File: config.mk
export PLATFORM = sky130hd
export DESIGN_NAME = ppu_vblank_nmi_gen_flat
export DESIGN_NICKNAME = d
export VERILOG_FILES = /design/src/rtl/ppu_vblank_nmi_gen_if.sv /design/src/rtl/ppu_vblank_nmi_gen.sv /design/src/flat_wrapper.sv
export SDC_FILE = /design/constraint.sdc
export NUM_CORES = 1
export LEC_CHECK = 0
export BUFFER_PORTS_ARGS = -buffer_cell sky130_fd_sc_hd__clkbuf_2
export CAP_MARGIN = 10
export CORE_MARGIN = 1
export CORE_UTILIZATION = 50
export CTS_CLUSTER_DIAMETER = 150
export CTS_CLUSTER_SIZE = 14
export DETAILED_ROUTE_END_ITERATION = 6
export GPL_ROUTABILITY_DRIVEN = 0
export HOLD_SLACK_MARGIN = 0.08
export PLACE_DENSITY = 0.77
export RECOVER_POWER = 25
export SLEW_MARGIN = 20
export SYNTH_ARGS = -nofsm -noshare
export SYNTH_HDL_FRONTEND = slang
export SYNTH_SLANG_ARGS = --single-unit
File: constraint.sdc
create_clock -name clk -period 3.7 [get_ports clk]
set_clock_uncertainty 0.15 [all_clocks]
set_input_delay 0.37 -clock clk [delete_from_list [all_inputs] [get_ports clk]]
set_output_delay 0.37 -clock clk [all_outputs]
set_load 0.01 [all_outputs]
File: src/rtl/ppu_vblank_nmi_gen_if.sv
// CPU register-bus bundle for the PPU vblank/NMI block.
// The CPU side drives address, data and strobes; the PPU returns registered read data.
interface ppu_vblank_nmi_gen_if;
   localparam int unsigned ADDR_W = 16;
   localparam int unsigned DATA_W = 8;

   logic [ADDR_W-1:0] cpu_addr;
   logic [DATA_W-1:0] cpu_data_in;
   logic              cpu_write_en;
   logic              cpu_read_en;
   logic [DATA_W-1:0] cpu_data_out;

   modport master (
      output cpu_addr, cpu_data_in, cpu_write_en, cpu_read_en,
      input  cpu_data_out
   );

   modport slave (
      input  cpu_addr, cpu_data_in, cpu_write_en, cpu_read_en,
      output cpu_data_out
   );
endinterface

File: src/rtl/ppu_vblank_nmi_gen.sv
// PPU dot/scanline timing, PPUCTRL/PPUMASK/PPUSTATUS registers and edge-latched vblank NMI.
// Optional: define PPU_ODD_FRAME_SKIP_EN to drop one pre-render dot on odd rendering frames.
module ppu_vblank_nmi_gen #(
   parameter int unsigned DOTS_PER_LINE   = 341,
   parameter int unsigned LINES_PER_FRAME = 262,
   parameter int unsigned VBLANK_LINE     = 241
) (
   input  logic                      clk,
   input  logic                      rst,
   ppu_vblank_nmi_gen_if.slave       bus,
   input  logic                      i_dot_ce,
   input  logic                      i_halt,
   input  logic                      i_sprite0_hit,
   input  logic                      i_sprite_overflow,
   input  logic                      i_toggle_set,
   input  logic                      i_nmi_ack,
   output logic [7:0]                o_ppu_status,
   output logic [7:0]                o_ppu_ctrl1,
   output logic [7:0]                o_ppu_ctrl2,
   output logic                      o_write_toggle,
   output logic [8:0]                o_dot,
   output logic [8:0]                o_scanline,
   output logic                      o_frame_odd,
   output logic                      o_nmi_req
);
   localparam int unsigned CNT_W  = 9;
   localparam int unsigned DATA_W = 8;
   localparam int unsigned OB_W   = 5;
   localparam logic [CNT_W-1:0] LAST_DOT  = CNT_W'(DOTS_PER_LINE - 1);
   localparam logic [CNT_W-1:0] LAST_LINE = CNT_W'(LINES_PER_FRAME - 1);
   localparam logic [CNT_W-1:0] VBL_LINE  = CNT_W'(VBLANK_LINE);

   logic [CNT_W-1:0]  r_dot;
   logic [CNT_W-1:0]  r_scanline;
   logic              r_frame_odd;
   logic              r_vblank;
   logic              r_sprite0;
   logic              r_overflow;
   logic [OB_W-1:0]   r_open_bus;
   logic [DATA_W-1:0] r_ctrl1;
   logic [DATA_W-1:0] r_ctrl2;
   logic [DATA_W-1:0] r_data_out;
   logic              r_write_toggle;
   logic              r_nmi_line_d;
   logic              r_nmi_req;

   logic              w_decode;
   logic              w_wr;
   logic              w_rd;
   logic              w_rd_status;
   logic              w_skip;
   logic              w_dot_wrap;
   logic              w_frame_wrap;
   logic [CNT_W-1:0]  w_dot_nxt;
   logic [CNT_W-1:0]  w_line_nxt;
   logic              w_vbl_set;
   logic              w_flag_clr;
   logic [DATA_W-1:0] w_status;
   logic              w_nmi_line;
   logic              w_nmi_edge;

   // Bus decode, counter next-state and event detection.
   always_comb begin
      w_decode    = (bus.cpu_addr[15:13] == 3'b001) && (bus.cpu_addr[2:0] <= 3'd2);
      w_wr        = bus.cpu_write_en & w_decode;
      w_rd        = bus.cpu_read_en & w_decode;
      w_rd_status = w_rd && (bus.cpu_addr[2:0] == 3'd2);
`ifdef PPU_ODD_FRAME_SKIP_EN
      w_skip      = r_frame_odd && (r_ctrl2[3] | r_ctrl2[4]) &&
                    (r_scanline == LAST_LINE) && (r_dot == LAST_DOT - CNT_W'(1));
`else
      w_skip      = 1'b0;
`endif
      w_dot_wrap   = (r_dot == LAST_DOT) || w_skip;
      w_frame_wrap = w_dot_wrap && (r_scanline == LAST_LINE);
      w_dot_nxt    = w_dot_wrap ? '0 : r_dot + CNT_W'(1);
      w_line_nxt   = r_scanline;
      if (w_frame_wrap)
         w_line_nxt = '0;
      else if (w_dot_wrap)
         w_line_nxt = r_scanline + CNT_W'(1);
      // Both events fire on the dot_ce that moves the counter from dot 0 to dot 1.
      w_vbl_set  = i_dot_ce && (r_scanline == VBL_LINE)  && (r_dot == '0);
      w_flag_clr = i_dot_ce && (r_scanline == LAST_LINE) && (r_dot == '0);
      w_status   = {r_vblank, r_sprite0, r_overflow, r_open_bus};
      w_nmi_line = r_vblank & r_ctrl1[7];
      w_nmi_edge = w_nmi_line & ~r_nmi_line_d;
   end

   // Dot/scanline/frame counters.
   always_ff @(posedge clk or negedge rst) begin
      if (!rst) begin
         r_dot       <= '0;
         r_scanline  <= '0;
         r_frame_odd <= 1'b0;
      end else if (!i_halt && i_dot_ce) begin
         r_dot      <= w_dot_nxt;
         r_scanline <= w_line_nxt;
         if (w_frame_wrap)
            r_frame_odd <= ~r_frame_odd;
      end
   end

   // CPU-visible registers and read data.
   always_ff @(posedge clk or negedge rst) begin
      if (!rst) begin
         r_ctrl1    <= '0;
         r_ctrl2    <= '0;
         r_open_bus <= '0;
         r_data_out <= '0;
      end else if (!i_halt) begin
         if (w_wr) begin
            r_open_bus <= bus.cpu_data_in[OB_W-1:0];
            if (bus.cpu_addr[2:0] == 3'd0)
               r_ctrl1 <= bus.cpu_data_in;
            else if (bus.cpu_addr[2:0] == 3'd1)
               r_ctrl2 <= bus.cpu_data_in;
         end
         if (w_rd)
            r_data_out <= w_rd_status ? w_status : {3'b000, r_open_bus};
      end
   end

   // Status flags and write toggle; pre-render clear beats a status read, which beats the vblank set.
   always_ff @(posedge clk or negedge rst) begin
      if (!rst) begin
         r_vblank       <= 1'b0;
         r_sprite0      <= 1'b0;
         r_overflow     <= 1'b0;
         r_write_toggle <= 1'b0;
      end else if (!i_halt) begin
         if (w_flag_clr || w_rd_status)
            r_vblank <= 1'b0;
         else if (w_vbl_set)
            r_vblank <= 1'b1;
         if (w_flag_clr) begin
            r_sprite0  <= 1'b0;
            r_overflow <= 1'b0;
         end else begin
            if (i_sprite0_hit)
               r_sprite0 <= 1'b1;
            if (i_sprite_overflow)
               r_overflow <= 1'b1;
         end
         if (w_rd_status)
            r_write_toggle <= 1'b0;
         else if (i_toggle_set)
            r_write_toggle <= ~r_write_toggle;
      end
   end

   // NMI edge detector; a fresh edge wins over a coincident acknowledge.
   always_ff @(posedge clk or negedge rst) begin
      if (!rst) begin
         r_nmi_line_d <= 1'b0;
         r_nmi_req    <= 1'b0;
      end else if (!i_halt) begin
         r_nmi_line_d <= w_nmi_line;
         if (w_nmi_edge)
            r_nmi_req <= 1'b1;
         else if (i_nmi_ack)
            r_nmi_req <= 1'b0;
      end
   end

   assign bus.cpu_data_out = r_data_out;
   assign o_ppu_status     = w_status;
   assign o_ppu_ctrl1      = r_ctrl1;
   assign o_ppu_ctrl2      = r_ctrl2;
   assign o_write_toggle   = r_write_toggle;
   assign o_dot            = r_dot;
   assign o_scanline       = r_scanline;
   assign o_frame_odd      = r_frame_odd;
   assign o_nmi_req        = r_nmi_req;
endmodule
File: src/flat_wrapper.sv
// flat-port wrapper written by rule: the top's interface ports become plain ports
module ppu_vblank_nmi_gen_flat 
#(
   parameter int unsigned DOTS_PER_LINE   = 341,
   parameter int unsigned LINES_PER_FRAME = 262,
   parameter int unsigned VBLANK_LINE     = 241
)
  (clk, rst, i_dot_ce, i_halt, i_sprite0_hit, i_sprite_overflow, i_toggle_set, i_nmi_ack, o_ppu_status, o_ppu_ctrl1, o_ppu_ctrl2, o_write_toggle, o_dot, o_scanline, o_frame_odd, o_nmi_req, bus_cpu_addr, bus_cpu_data_in, bus_cpu_write_en, bus_cpu_read_en, bus_cpu_data_out);
  ppu_vblank_nmi_gen_if bus_i ();
  input  logic clk;
  input  logic rst;
  input  logic i_dot_ce;
  input  logic i_halt;
  input  logic i_sprite0_hit;
  input  logic i_sprite_overflow;
  input  logic i_toggle_set;
  input  logic i_nmi_ack;
  output logic [7:0] o_ppu_status;
  output logic [7:0] o_ppu_ctrl1;
  output logic [7:0] o_ppu_ctrl2;
  output logic o_write_toggle;
  output logic [8:0] o_dot;
  output logic [8:0] o_scanline;
  output logic o_frame_odd;
  output logic o_nmi_req;
  input wire logic [$bits(bus_i.cpu_addr)-1:0] bus_cpu_addr;
  input wire logic [$bits(bus_i.cpu_data_in)-1:0] bus_cpu_data_in;
  input wire logic [$bits(bus_i.cpu_write_en)-1:0] bus_cpu_write_en;
  input wire logic [$bits(bus_i.cpu_read_en)-1:0] bus_cpu_read_en;
  output wire logic [$bits(bus_i.cpu_data_out)-1:0] bus_cpu_data_out;
  assign bus_i.cpu_addr = bus_cpu_addr;
  assign bus_i.cpu_data_in = bus_cpu_data_in;
  assign bus_i.cpu_write_en = bus_cpu_write_en;
  assign bus_i.cpu_read_en = bus_cpu_read_en;
  assign bus_cpu_data_out = bus_i.cpu_data_out;
  ppu_vblank_nmi_gen #(.DOTS_PER_LINE(DOTS_PER_LINE), .LINES_PER_FRAME(LINES_PER_FRAME), .VBLANK_LINE(VBLANK_LINE)) u_core (.clk(clk), .rst(rst), .bus(bus_i), .i_dot_ce(i_dot_ce), .i_halt(i_halt), .i_sprite0_hit(i_sprite0_hit), .i_sprite_overflow(i_sprite_overflow), .i_toggle_set(i_toggle_set), .i_nmi_ack(i_nmi_ack), .o_ppu_status(o_ppu_status), .o_ppu_ctrl1(o_ppu_ctrl1), .o_ppu_ctrl2(o_ppu_ctrl2), .o_write_toggle(o_write_toggle), .o_dot(o_dot), .o_scanline(o_scanline), .o_frame_odd(o_frame_odd), .o_nmi_req(o_nmi_req));
endmodule
Word level (Yosys, flattened, before mapping)
Index checks and enable logic that the tools add are counted.
- output and inout bits: 53
- memories: 0
- latch bits: 0
- bits of input ports: 34
- RAM bits: 0
- logic and storage cells: 74
- memory bits (read-only): 0
- flip-flop bits (word level): 54
- mux-type cells: 14
- shift operators: 0
- equality and inequality tests: 6
- $lt $le $gt $ge: 1
- $add $sub $neg: 2
- $mul: 0
- divide/modulo/power cells: 0
- bitwise operators: 9
- reductions and logical operators: 29
- operators with widths (operator ; number):
    9-bit 2-to-1 mux ; 3
    9-bit by 1-bit adder with 9-bit output, second input constant ; 2
    9-bit == test, second input constant ; 2
    2-bit AND reduction ; 9
    2-bit nonzero test ; 6
    1-bit 2-to-1 mux ; 10
    9-bit by 8-bit == test with 1-bit output, second input constant ; 1
    9-bit logical NOT ; 1
    1-bit logical AND ; 8
    8-bit 2-to-1 mux ; 1
    3-bit by 1-bit == test with 1-bit output, second input constant ; 2
    1-bit NOT ; 5
    1-bit AND ; 4
    4-bit AND reduction ; 1
    3-bit by 2-bit == test with 1-bit output, second input constant ; 1
    3-bit by 2-bit <= comparator with 1-bit output, second input constant ; 1
    3-bit logical NOT ; 1
    3-bit AND reduction ; 1
    1-bit logical NOT ; 1
    1-bit logical OR ; 1

Depth between registers and ports, before layout
Gate-level depths: netlist of the first run.
- depth after elaboration: 7
- gate-level depth with buffers: 7
- mapped depth without buffers: 6

Worst setup path after synthesis of the first run
Ideal clock, no wire load.
- kind: register -> register
- start point: reg u_core.r_dot[0], in the netlist u_core.o_dot[0]
- end point: reg u_core.r_scanline[6], in the netlist u_core.o_scanline[6]
- period minus slack after synthesis: 2.219 ns
- data required time: 3.471 ns
- path buffers: 1
- library setup time: 0.079 ns
- arrival: 1.989 ns
- stages on the path, launching flop included: 8
- path slack: 1.481 ns
- cells stage by stage: dfrtp_1 inv_1 ha_1 or4b_1 or3_1 clkbuf_1 nor3_1 xor2_1
- word-level cells in the longest chain between the ends: 4
- elaborated cells between the ends (all ways): 5
- those cells by class: eq/ne: 1; mux: 1; reduce/logical: 3
- RTL lines (what ; RTL line ; RTL):
    start, declared ; ppu_vblank_nmi_gen.sv:33 ; logic [CNT_W-1:0] r_dot;
    start signal, assigned ; ppu_vblank_nmi_gen.sv:97 ; r_dot <= w_dot_nxt;
    9-bit == test (*) ; ppu_vblank_nmi_gen.sv:74 ; w_dot_wrap = (r_dot == LAST_DOT) || w_skip;
    1-bit logical AND ; ppu_vblank_nmi_gen.sv:75 ; w_frame_wrap = w_dot_wrap && (r_scanline == LAST_LINE);
    2-bit nonzero test (no source line) ; n/a ;
    2-bit AND reduction (no source line) ; n/a ;
    end signal, assigned ; ppu_vblank_nmi_gen.sv:98 ; r_scanline <= w_line_nxt;
    end, declared ; ppu_vblank_nmi_gen.sv:34 ; logic [CNT_W-1:0] r_scanline;
Every way passes the cells marked *; elsewhere a longest branch is shown, timed or not.
A chain may end at the register's enable or synchronous reset.

Final worst setup path of the first run
- start point: reg u_core.r_dot[0], in the netlist u_core.o_dot[0]
- end point: reg u_core.r_scanline[2], in the netlist u_core.o_scanline[2]
Same word-level chain as after synthesis.

==> impl_metrics.tcl, run 1 <==
set metrics [dict create \
    ctsHoldBuffers 0 \
    drv_slew 42 \
    use_met3_pct 3.85 \
    synth_adder_area_share_pct 2.09 \
    use_met1_pct 27.5 \
    finalSetupTns_ps 0 \
    synth-compound-area-share_pct 4.91 \
    viasPerCell 5.41 \
    end_kind "register" \
    die-width_um 71.2 \
    grt-ovfl-total 0 \
    grt_pass1_wl_mm 7.70 \
    worst_pin_slew_ps 2130 \
    tritoncts "yes" \
    cts_buffers 5 \
    drt_iter0_markers 111 \
    synth_cell_type_count 33 \
    start_util_pct 53.5 \
    cts-root-buf "clkbuf_8" \
    fin_crit_sh_pct 67.4 \
    met2_usage_pct 31.6 \
    nNetsFinal 313 \
    clockBufferDepth 2 \
    layout_setup_ws_ps 1210 \
    grtUsageTotal_pct 20.0 \
    crit_type "reg -> reg" \
    final_core_util_pct 65.7 \
    hold_path.class "in -> reg" \
    crit_fanout 7 \
    synth_warnings 0 \
    violations "design-rule violations, max-capacitance violations, max-slew violations" \
    die_h_um 71.2 \
    num_vias 1775 \
    rsz0062_at_grt "false" \
    firstDrtPassIters 6 \
    synth-xor-area-share_pct 4.76 \
    rows 24 \
    start_kind "register" \
    grt_pass1_vias 1582 \
    syn_area_um2 2390 \
    status "complete, but fails checks" \
    dp_hpwl_mm 3.51 \
    muxShareOfSynthArea_pct 12.2 \
    wl_mm 4.74 \
    most-common-layout-cells "clkbuf_2 (75), dfrtp_1 (54), mux2_2 (26)" \
    postSynthCellCount 195 \
    pre_cts_ws_ps 1200 \
    p_leak_uw 0.00151 \
    drc 4 \
    grt_start_max_net_pins 42 \
    clock_sinks 54 \
    ant_nets 0 \
    critPathArrivalTime_ps 2540 \
    ios 87 \
    hold_violations 0 \
    ys_seq_area_share_pct 56.5 \
    powerDensity_nw_per_um2 449 \
    core_area_um2 4470 \
    port_buffers 76 \
    synth.net_count 233 \
    clock_latency_ps 300 \
    vdd_ir_drop_max_mv 0.397 \
    cts.repair.resized 0 \
    design.die.area_um2 5070 \
    relSlewSlack_pct -42.0 \
    final-setup-viol-count 0 \
    yosys.area_share.simple_pct 16.7 \
    synth_top_family_by_area "simple AND/OR/NAND/NOR gates" \
    synth-seq-cells 54 \
    wire_per_inst_um 14.5 \
    htreeDepth 2 \
    maxCapViolCount 1 \
    fmax_mhz 401 \
    path_clk_slew_ps 90 \
    top_usage_layer "met2" \
    layout_commonest_cell "clkbuf_2" \
    antenna_found_initial 0 \
    postSynthAreaPerCell_um2 12.3 \
    cp.required_ps 3740 \
    holdWs_ps 156 \
    fillers 358 \
    period_needed_ps 2490 \
    n_antenna_cell 0 \
    areaGrowthSynthToFinish_pct 22.8 \
    postCtsSetupBuffers 0 \
    drive_gt1_share_pct 42.0 \
]
==> cell usage after synthesis <==
cell type / number / area share [%]
dfrtp_1: 54 / 56
buf_4: 3 / 0.94
a21oi_1: 3 / 0.63
mux2_2: 26 / 12
o31ai_1: 2 / 0.63
o21ai_0: 7 / 1.5
or4_1: 1 / 0.31
nand4_1: 3 / 0.78
xnor2_1: 6 / 2.2
nand4_2: 1 / 0.52
nand3b_1: 1 / 0.31
nor2b_1: 4 / 1.0
nand3_1: 9 / 1.9
nor4b_1: 4 / 1.5
xor2_1: 7 / 2.6
nand2_1: 10 / 1.6
buf_2: 1 / 0.21
a41oi_1: 1 / 0.37
nor3_1: 4 / 0.84
nand4b_1: 1 / 0.37
ha_1: 4 / 2.1
nor4_1: 2 / 0.52
clkbuf_1: 3 / 0.47
or3_1: 3 / 0.78
nor2_1: 15 / 2.4
or4b_1: 2 / 0.84
nand4_4: 1 / 0.89
nor4_2: 1 / 0.52
and4b_1: 1 / 0.42
a22o_1: 5 / 1.8
nor4b_4: 1 / 0.99
and3_1: 1 / 0.26
inv_1: 8 / 1.3
==> final cells by class <==
type	count	area [um2]	share of cell area (%)
Inverter	8	30.0	1.02
Sequential cell	54	1350	46.0
Timing Repair Buffer	80	409	13.9
Tap cell	52	65.1	2.21
Clock buffer	6	72.6	2.47
Clock inverter	2	37.5	1.28
Multi-Input combinational cell	126	973	33.1
==> registers in the layout (all words and copies together) (netlist names) <==
name                     count
u_core.r_sprite0             1
u_core.r_open_bus            5
u_core.r_nmi_line_d          1
u_core.o_dot                 9
u_core.r_vblank              1
u_core.o_ppu_ctrl2           8
u_core.o_nmi_req             1
u_core.o_scanline            9
u_core.o_ppu_ctrl1           8
u_core.o_frame_odd           1
u_core.bus.cpu_data_out      8
u_core.r_overflow            1
u_core.o_write_toggle        1
==> worst paths after layout <==
kind | start | endpoint | slack, ps | cells after the start
min in group asynchronous | rst | u_core.o_dot[3]$_DFFE_PN0P_ | 520 | 1
max in group asynchronous | rst | u_core.o_scanline[3]$_DFFE_PN0P_ | 1660 | 1
max reg2reg | u_core.o_dot[0]$_DFFE_PN0P_ | u_core.o_scanline[2]$_DFFE_PN0P_ | 1210 | 6
min | bus_cpu_data_in[6] | u_core.o_ppu_ctrl2[6]$_DFFE_PN0P_ | 160 | 2
max | u_core.o_dot[0]$_DFFE_PN0P_ | u_core.o_scanline[2]$_DFFE_PN0P_ | 1210 | 6
min reg2reg | u_core.r_nmi_line_d$_DFFE_PN0N_ | u_core.o_nmi_req$_DFFE_PN0P_ | 320 | 1
==> logic make-up after synthesis <==
kind of cell / count (synthesis)
AO/OA/AOI/OAI: 18
XOR/XNOR: 13
adder cells (fa/ha/maj): 4
buffers and inverters: 15
flip-flops: 54
multiplexers: 26
AND/OR/NAND/NOR: 65
==> power breakdown <==
group,internal [uW],switching [uW],leakage [uW]
Sequential,646,61.7,0.000715
Combinational,104,119,0.000746
Clock,202,186,0.0000514
Total,952,367,0.00151
==> critical path, cell delays in order, from the launching register on <==
cell	delay (ps)
dfrtp_1	430
inv_1	90
ha_1	150
or4b_1	480
nor3_1	620
o21ai_0	200
a22o_1	260
==> stage by stage <==
| step | area (um2) | std cells | power [uW] |
|---|---|---|---|
| floorplan | 2390 | 195 | 833 |
| global route | 2940 | 328 | 1390 |
| CTS | 2940 | 328 | 1340 |
| finish | 2940 | 328 | 1320 |
| detailed placement | 2830 | 320 | 947 |
| global placement | 2830 | 320 | 939 |
==> metal layers <==
layer | vias to the layer above | wire length, um
met4 | 0 | 68
met2 | 47 | 2260
met3 | 5 | 190
met1 | 866 | 2220
li1 | 857 | -
met5 | - | 0
No activity file was read; power rests on OpenSTA's default activity.
==> inputs of run 2 (changes only) <==
--- a/config.mk
+++ b/config.mk
@@ -8,13 +8,13 @@
 export BUFFER_PORTS_ARGS = -buffer_cell sky130_fd_sc_hd__clkbuf_2
 export CAP_MARGIN = 10
 export CORE_MARGIN = 1
-export CORE_UTILIZATION = 50
+export CORE_UTILIZATION = 49
 export CTS_CLUSTER_DIAMETER = 150
 export CTS_CLUSTER_SIZE = 14
 export DETAILED_ROUTE_END_ITERATION = 6
 export GPL_ROUTABILITY_DRIVEN = 0
 export HOLD_SLACK_MARGIN = 0.08
-export PLACE_DENSITY = 0.77
+export PLACE_DENSITY = 0.75
 export RECOVER_POWER = 25
 export SLEW_MARGIN = 20
 export SYNTH_ARGS = -nofsm -noshare
==> constraint.sdc (replaced) <==
create_clock -name clk -period 2.35 [get_ports clk]
set_clock_uncertainty 0.15 [all_clocks]
set_input_delay 0.235 -clock clk [delete_from_list [all_inputs] [get_ports clk]]
set_output_delay 0.235 -clock clk [all_outputs]
set_load 0.01 [all_outputs]
==> impl_metrics.tcl, run 2 (synthesis results as in run 1) <==
set metrics [dict create \
    start_util_pct 50.7 \
    final-setup-viol-count 0 \
    p_switching_uw 594 \
    layout_commonest_cell "dfrtp_1" \
    tritoncts "yes" \
    design.die.area_um2 5170 \
    combPwrFrac_pct 19.6 \
    cp.required_ps 2390 \
    rows 25 \
    wire_per_inst_um 13.8 \
    drt_iter0_markers 51 \
    crit_type "in -> reg" \
    path_clk_slew_ps 90 \
    grt-ovfl-total 0 \
    pwr-share-seq_pct 51.4 \
    areaGrowthSynthToFinish_pct 29.1 \
    finalSetupTns_ps 0 \
    clock_sinks 54 \
    drive_gt1_share_pct 29.3 \
    start_kind "input port" \
    firstDrtPassIters 6 \
    route.met3.wl_um 238 \
    clock_latency_ps 300 \
    crit_fanout 8 \
    critPathArrivalTime_ps 2220 \
    swShare_pct 28.1 \
    port_buffers 76 \
    worst_pin_slew_ps 702 \
    top_layer_used "met4" \
    most-common-layout-cells "dfrtp_1 (54), clkbuf_1 (40), clkbuf_2 (39)" \
    p_leak_uw 0.00148 \
    end_kind "register" \
    grt_pass1_wl_mm 8.11 \
    clockBufferDepth 2 \
    grt_pass1_vias 1746 \
    grtUsageTotal_pct 20.5 \
    wl_met1_mm 2.23 \
    grt_start_max_net_pins 55 \
    rsz0062_at_grt "false" \
    wl_mm 5.02 \
    hold_path.class "in -> reg" \
    n_antenna_cell 0 \
    cts-root-buf "clkbuf_8" \
    fillers 418 \
    status "finished clean" \
    postCtsSetupBuffers 0 \
    relSlewSlack_pct 52.6 \
    vdd_ir_drop_max_mv 0.425 \
    ant_nets 0 \
    powerDensity_nw_per_um2 685 \
    hold_violations 0 \
    core_area_um2 4720 \
    fmax_mhz 458 \
    p_int_uw 1520 \
    dp_hpwl_mm 3.61 \
    htreeDepth 2 \
    ios 87 \
    drv_slew 0 \
    cts_buffers 5 \
    die_h_um 71.9 \
    viasPerCell 5.01 \
    power.total_uw 2120 \
    period_needed_ps 2180 \
    die-width_um 71.9 \
    p_clk_share_pct 28.9 \
    met2_length_mm 2.49 \
    maxCapViolCount 0 \
    drc 0 \
    num_vias 1822 \
    antenna_found_initial 0 \
    nNetsFinal 334 \
    fin_crit_sh_pct 92.8 \
]
[run 2: cell types whose count changed in the layout (fill, tap and decap cells not counted), moves of 7 or more]
| cell | previous run | this run |
|---|---|---|
| clkbuf_2 | 75 | 39 |
| dlygate4sd3_1 | 0 | 13 |
| buf_4 | 4 | 11 |
| clkbuf_1 | 2 | 40 |
[run 2: path summary, 6_finish.rpt]
check | end | startpoint | cells after the start | slack [ps]
max | u_core.o_ppu_ctrl2[5]$_DFFE_PN0P_ | bus_cpu_addr[2] | 5 | 170
min in group asynchronous | u_core.r_open_bus[4]$_DFFE_PN0P_ | rst | 3 | 440
min reg2reg | u_core.o_frame_odd$_DFFE_PN0P_ | u_core.o_frame_odd$_DFFE_PN0P_ | 1 | 320
max in group asynchronous | u_core.o_dot[2]$_DFFE_PN0P_ | rst | 3 | 1180
max reg2reg | u_core.o_scanline[6]$_DFFE_PN0P_ | u_core.o_dot[1]$_DFFE_PN0P_ | 6 | 200
min | u_core.r_nmi_line_d$_DFFE_PN0N_ | i_halt | 2 | 90
[run 2: timing repair]
item | 4_1_cts | 5_1_grt
hold buffers | 13 | 0
endpoints found under the hold margin | 78 | 0
gates resized for setup | 0 | 2
setup endpoints to repair | 0 | 1
[run 2: per-stage QoR]
step	hold WS (ps)	std cells	setup slack, ps	util [%]	area (um2)
after floorplan	-211	195	131	-	2390
after global placement	250	343	153	61.6	2910
after detailed placement	251	343	114	61.6	2910
after CTS	92.3	364	89.5	66.6	3150
after global routing	109	364	45.1	65.4	3090
final	86.6	364	168	65.4	3090
[run 2: area by class of cell]
type	instances	area (um2)	area share [%]
sequential	54	1350	43.7
multi-input combinational	126	968	31.3
timing repair buffer	101	551	17.8
tap	67	83.8	2.71
clock buffer	7	76.3	2.47
clock inverter	1	30.0	0.972
inverter	8	30.0	0.972
[run 2: critical path: stages]
cell	delay, ps
clkbuf_2	110
nor4b_1	650
nand4_4	150
or4b_1	710
mux2_2	360
[run 2: routing by layer]
layer	vias up	global-route usage, %
li1	887	-
met1	875	27.5
met2	53	32.4
met3	7	5.00
met4	0	7.84
met5	-	0
[run 2: power groups by stage]
| stage | Clock (uW) | Sequential, uW | Combinational, uW |
|---|---|---|---|
| detailed placement | 0 | 1110 | 419 |
| global placement | 0 | 1100 | 408 |
| floorplan | 0 | 1160 | 153 |
| finish | 612 | 1090 | 416 |
| CTS | 623 | 1090 | 437 |
| global route | 653 | 1100 | 458 |
==> inputs of run 3 (changes only) <==
==> constraint.sdc (replaced) <==
create_clock -name clk -period 2.3 [get_ports clk]
set_clock_uncertainty 0.15 [all_clocks]
set_input_delay 0.23 -clock clk [delete_from_list [all_inputs] [get_ports clk]]
set_output_delay 0.23 -clock clk [all_outputs]
set_load 0.01 [all_outputs]
==> impl_metrics.tcl, run 3 (synthesis results as in run 1) <==
set metrics [dict create \
    fmax_mhz 457 \
    worst_pin_slew_ps 1140 \
    htreeDepth 2 \
    fin_crit_sh_pct 95.2 \
    critPathArrivalTime_ps 2230 \
    end_kind "register" \
    layout_setup_ws_ps 109 \
    tritoncts "yes" \
    relSlewSlack_pct 24.1 \
    fillers 394 \
    viasPerCell 5.04 \
    rows 25 \
    period_needed_ps 2190 \
    vdd_ir_drop_max_mv 0.502 \
    final-setup-viol-count 0 \
    worstPathCellList "inv_1, ha_1, or4b_4, nor3_1, buf_4, o21ai_0, a22o_1" \
    clock_sinks 54 \
    path_clk_slew_ps 100 \
    grt_start_max_net_pins 35 \
    combPwrFrac_pct 20.3 \
    ant_nets 0 \
    dpl_cell_area_um2 2930 \
    final_core_util_pct 66.7 \
    clock_latency_ps 300 \
    num_vias 1836 \
    crit_fanout 6 \
    drt_iter0_markers 81 \
    grt_pass1_vias 1789 \
    rr_worst_depth 7 \
    wl_mm 5.05 \
    pwr-share-seq_pct 51.0 \
    min_path_cells 3 \
    design_area_um2 3150 \
    rr_startpoint "u_core.o_dot[1]$_DFFE_PN0P_" \
    r2r-end "u_core.o_scanline[8]$_DFFE_PN0P_" \
    dp_hpwl_mm 3.61 \
    wire_per_inst_um 13.9 \
    hold_end "u_core.o_nmi_req$_DFFE_PN0P_" \
    port_buffers 76 \
    ios 87 \
    drive_gt1_share_pct 37.0 \
    nNetsFinal 334 \
    cts_buffers 5 \
    start_kind "register" \
    most-common-layout-cells "clkbuf_2 (57), dfrtp_1 (54), mux2_2 (26)" \
    worstHoldStart "i_halt" \
    p_leak_uw 0.00156 \
    die-width_um 71.9 \
    multiInputGateArea_um2 987 \
    crit_type "reg -> reg" \
    postCtsSetupBuffers 0 \
    p_int_uw 1570 \
    swShare_pct 28.1 \
    core_area_um2 4720 \
    rsz0062_at_grt "true" \
    antenna_found_initial 0 \
    firstDrtPassIters 6 \
    p_switching_uw 612 \
    powerDensity_nw_per_um2 693 \
    hold_violations 0 \
    start_util_pct 50.7 \
    drc 0 \
    maxCapViolCount 0 \
    design.die.area_um2 5170 \
    cp_slowest_cell "or4b_4" \
    power.total_uw 2180 \
    grt-ovfl-total 0 \
    cp.required_ps 2340 \
    clockBufferDepth 2 \
    status "finished clean" \
    pre_cts_ws_ps 70.7 \
    layout_commonest_cell "clkbuf_2" \
    dp.cells 344 \
    cp_slowest_stage_delay_ps 470 \
    drv_slew 0 \
    cts-root-buf "clkbuf_8" \
    grt_pass1_wl_mm 8.00 \
    final_cells 364 \
    p_clk_share_pct 28.7 \
    n_antenna_cell 0 \
    hold_path.class "in -> reg" \
    reg2reg_slack_ps 110 \
    die_h_um 71.9 \
    register_area_um2 1350 \
    areaGrowthSynthToFinish_pct 31.6 \
    grtUsageTotal_pct 20.0 \
]
-- run 3: cell types whose count changed in the layout (fill, tap and decap cells not counted), sizes merged --
cell,change
clkinvlp,+1
dlygate4sd3,-1
buf,+2
clkbuf,-2
-- run 3: power groups by stage --
stage	Combinational [uW]	Clock, uW	Sequential, uW
CTS	453	642	1110
global placement	422	0	1130
detailed placement	429	0	1130
finish	444	626	1110
floorplan	156	0	1180
global route	496	674	1130
-- run 3: per-stage QoR --
step	TNS [ps]	hold slack [ps]
3_5_place_dp	0	79.1
3_3_place_gp	0	77.0
2_1_floorplan	0	-216
4_1_cts	0	124
6_report	0	132
5_1_grt	-12.1	134
-- run 3: area by class of cell --
type	instances	area share (%)
flip-flops and latches	54	42.9
multi-input cells	126	31.3
repair buffers	101	18.6
well taps	67	2.66
clock buffers	6	2.30
clock inverters	2	1.19
inverters	8	0.954
-- run 3: worst max-delay path by stage --
stage                           startpoint                               end  slack [ps]  cells after the start
2_1_floorplan  u_core.o_dot[0]$_DFFE_PN0P_  u_core.o_scanline[6]$_DFFE_PN0P_          80                      7
3_3_place_gp   u_core.o_dot[1]$_DFFE_PN0P_  u_core.o_scanline[6]$_DFFE_PN0P_         100                      6
3_5_place_dp   u_core.o_dot[1]$_DFFE_PN0P_  u_core.o_scanline[6]$_DFFE_PN0P_          70                      6
4_1_cts        u_core.o_dot[1]$_DFFE_PN0P_  u_core.o_scanline[6]$_DFFE_PN0P_          30                      6
5_1_grt        u_core.o_dot[1]$_DFFE_PN0P_  u_core.o_scanline[2]$_DFFE_PN0P_         -10                      7
6_report       u_core.o_dot[1]$_DFFE_PN0P_  u_core.o_scanline[8]$_DFFE_PN0P_         110                      7
-- run 3: layer usage --
metal / part of all wire [%] / vias to the layer above / wire [um] / track usage (%)
li1: - / 893 / - / -
met1: 45 / 897 / 2270 / 25.9
met2: 50 / 37 / 2550 / 34.0
met3: 2.5 / 9 / 128 / 3.47
met4: 1.9 / 0 / 94 / 7.19
met5: 0 / - / 0 / 0
-- run 3: repair_timing --
action	CTS	global route
resized for setup	0	3
endpoints found under the setup margin	0	3
hold buffers	12	0
endpoints found under the hold margin	44	0
-- run 3: worst max-delay path: cells and delay by family, from the launching register on --
family	cells	cell delay, ps
adders and majority gates	1	160
and+or+nand+nor	2	760
buffers and inverters	2	290
AOI/OAI and AO/OA	2	310
DFF	1	410
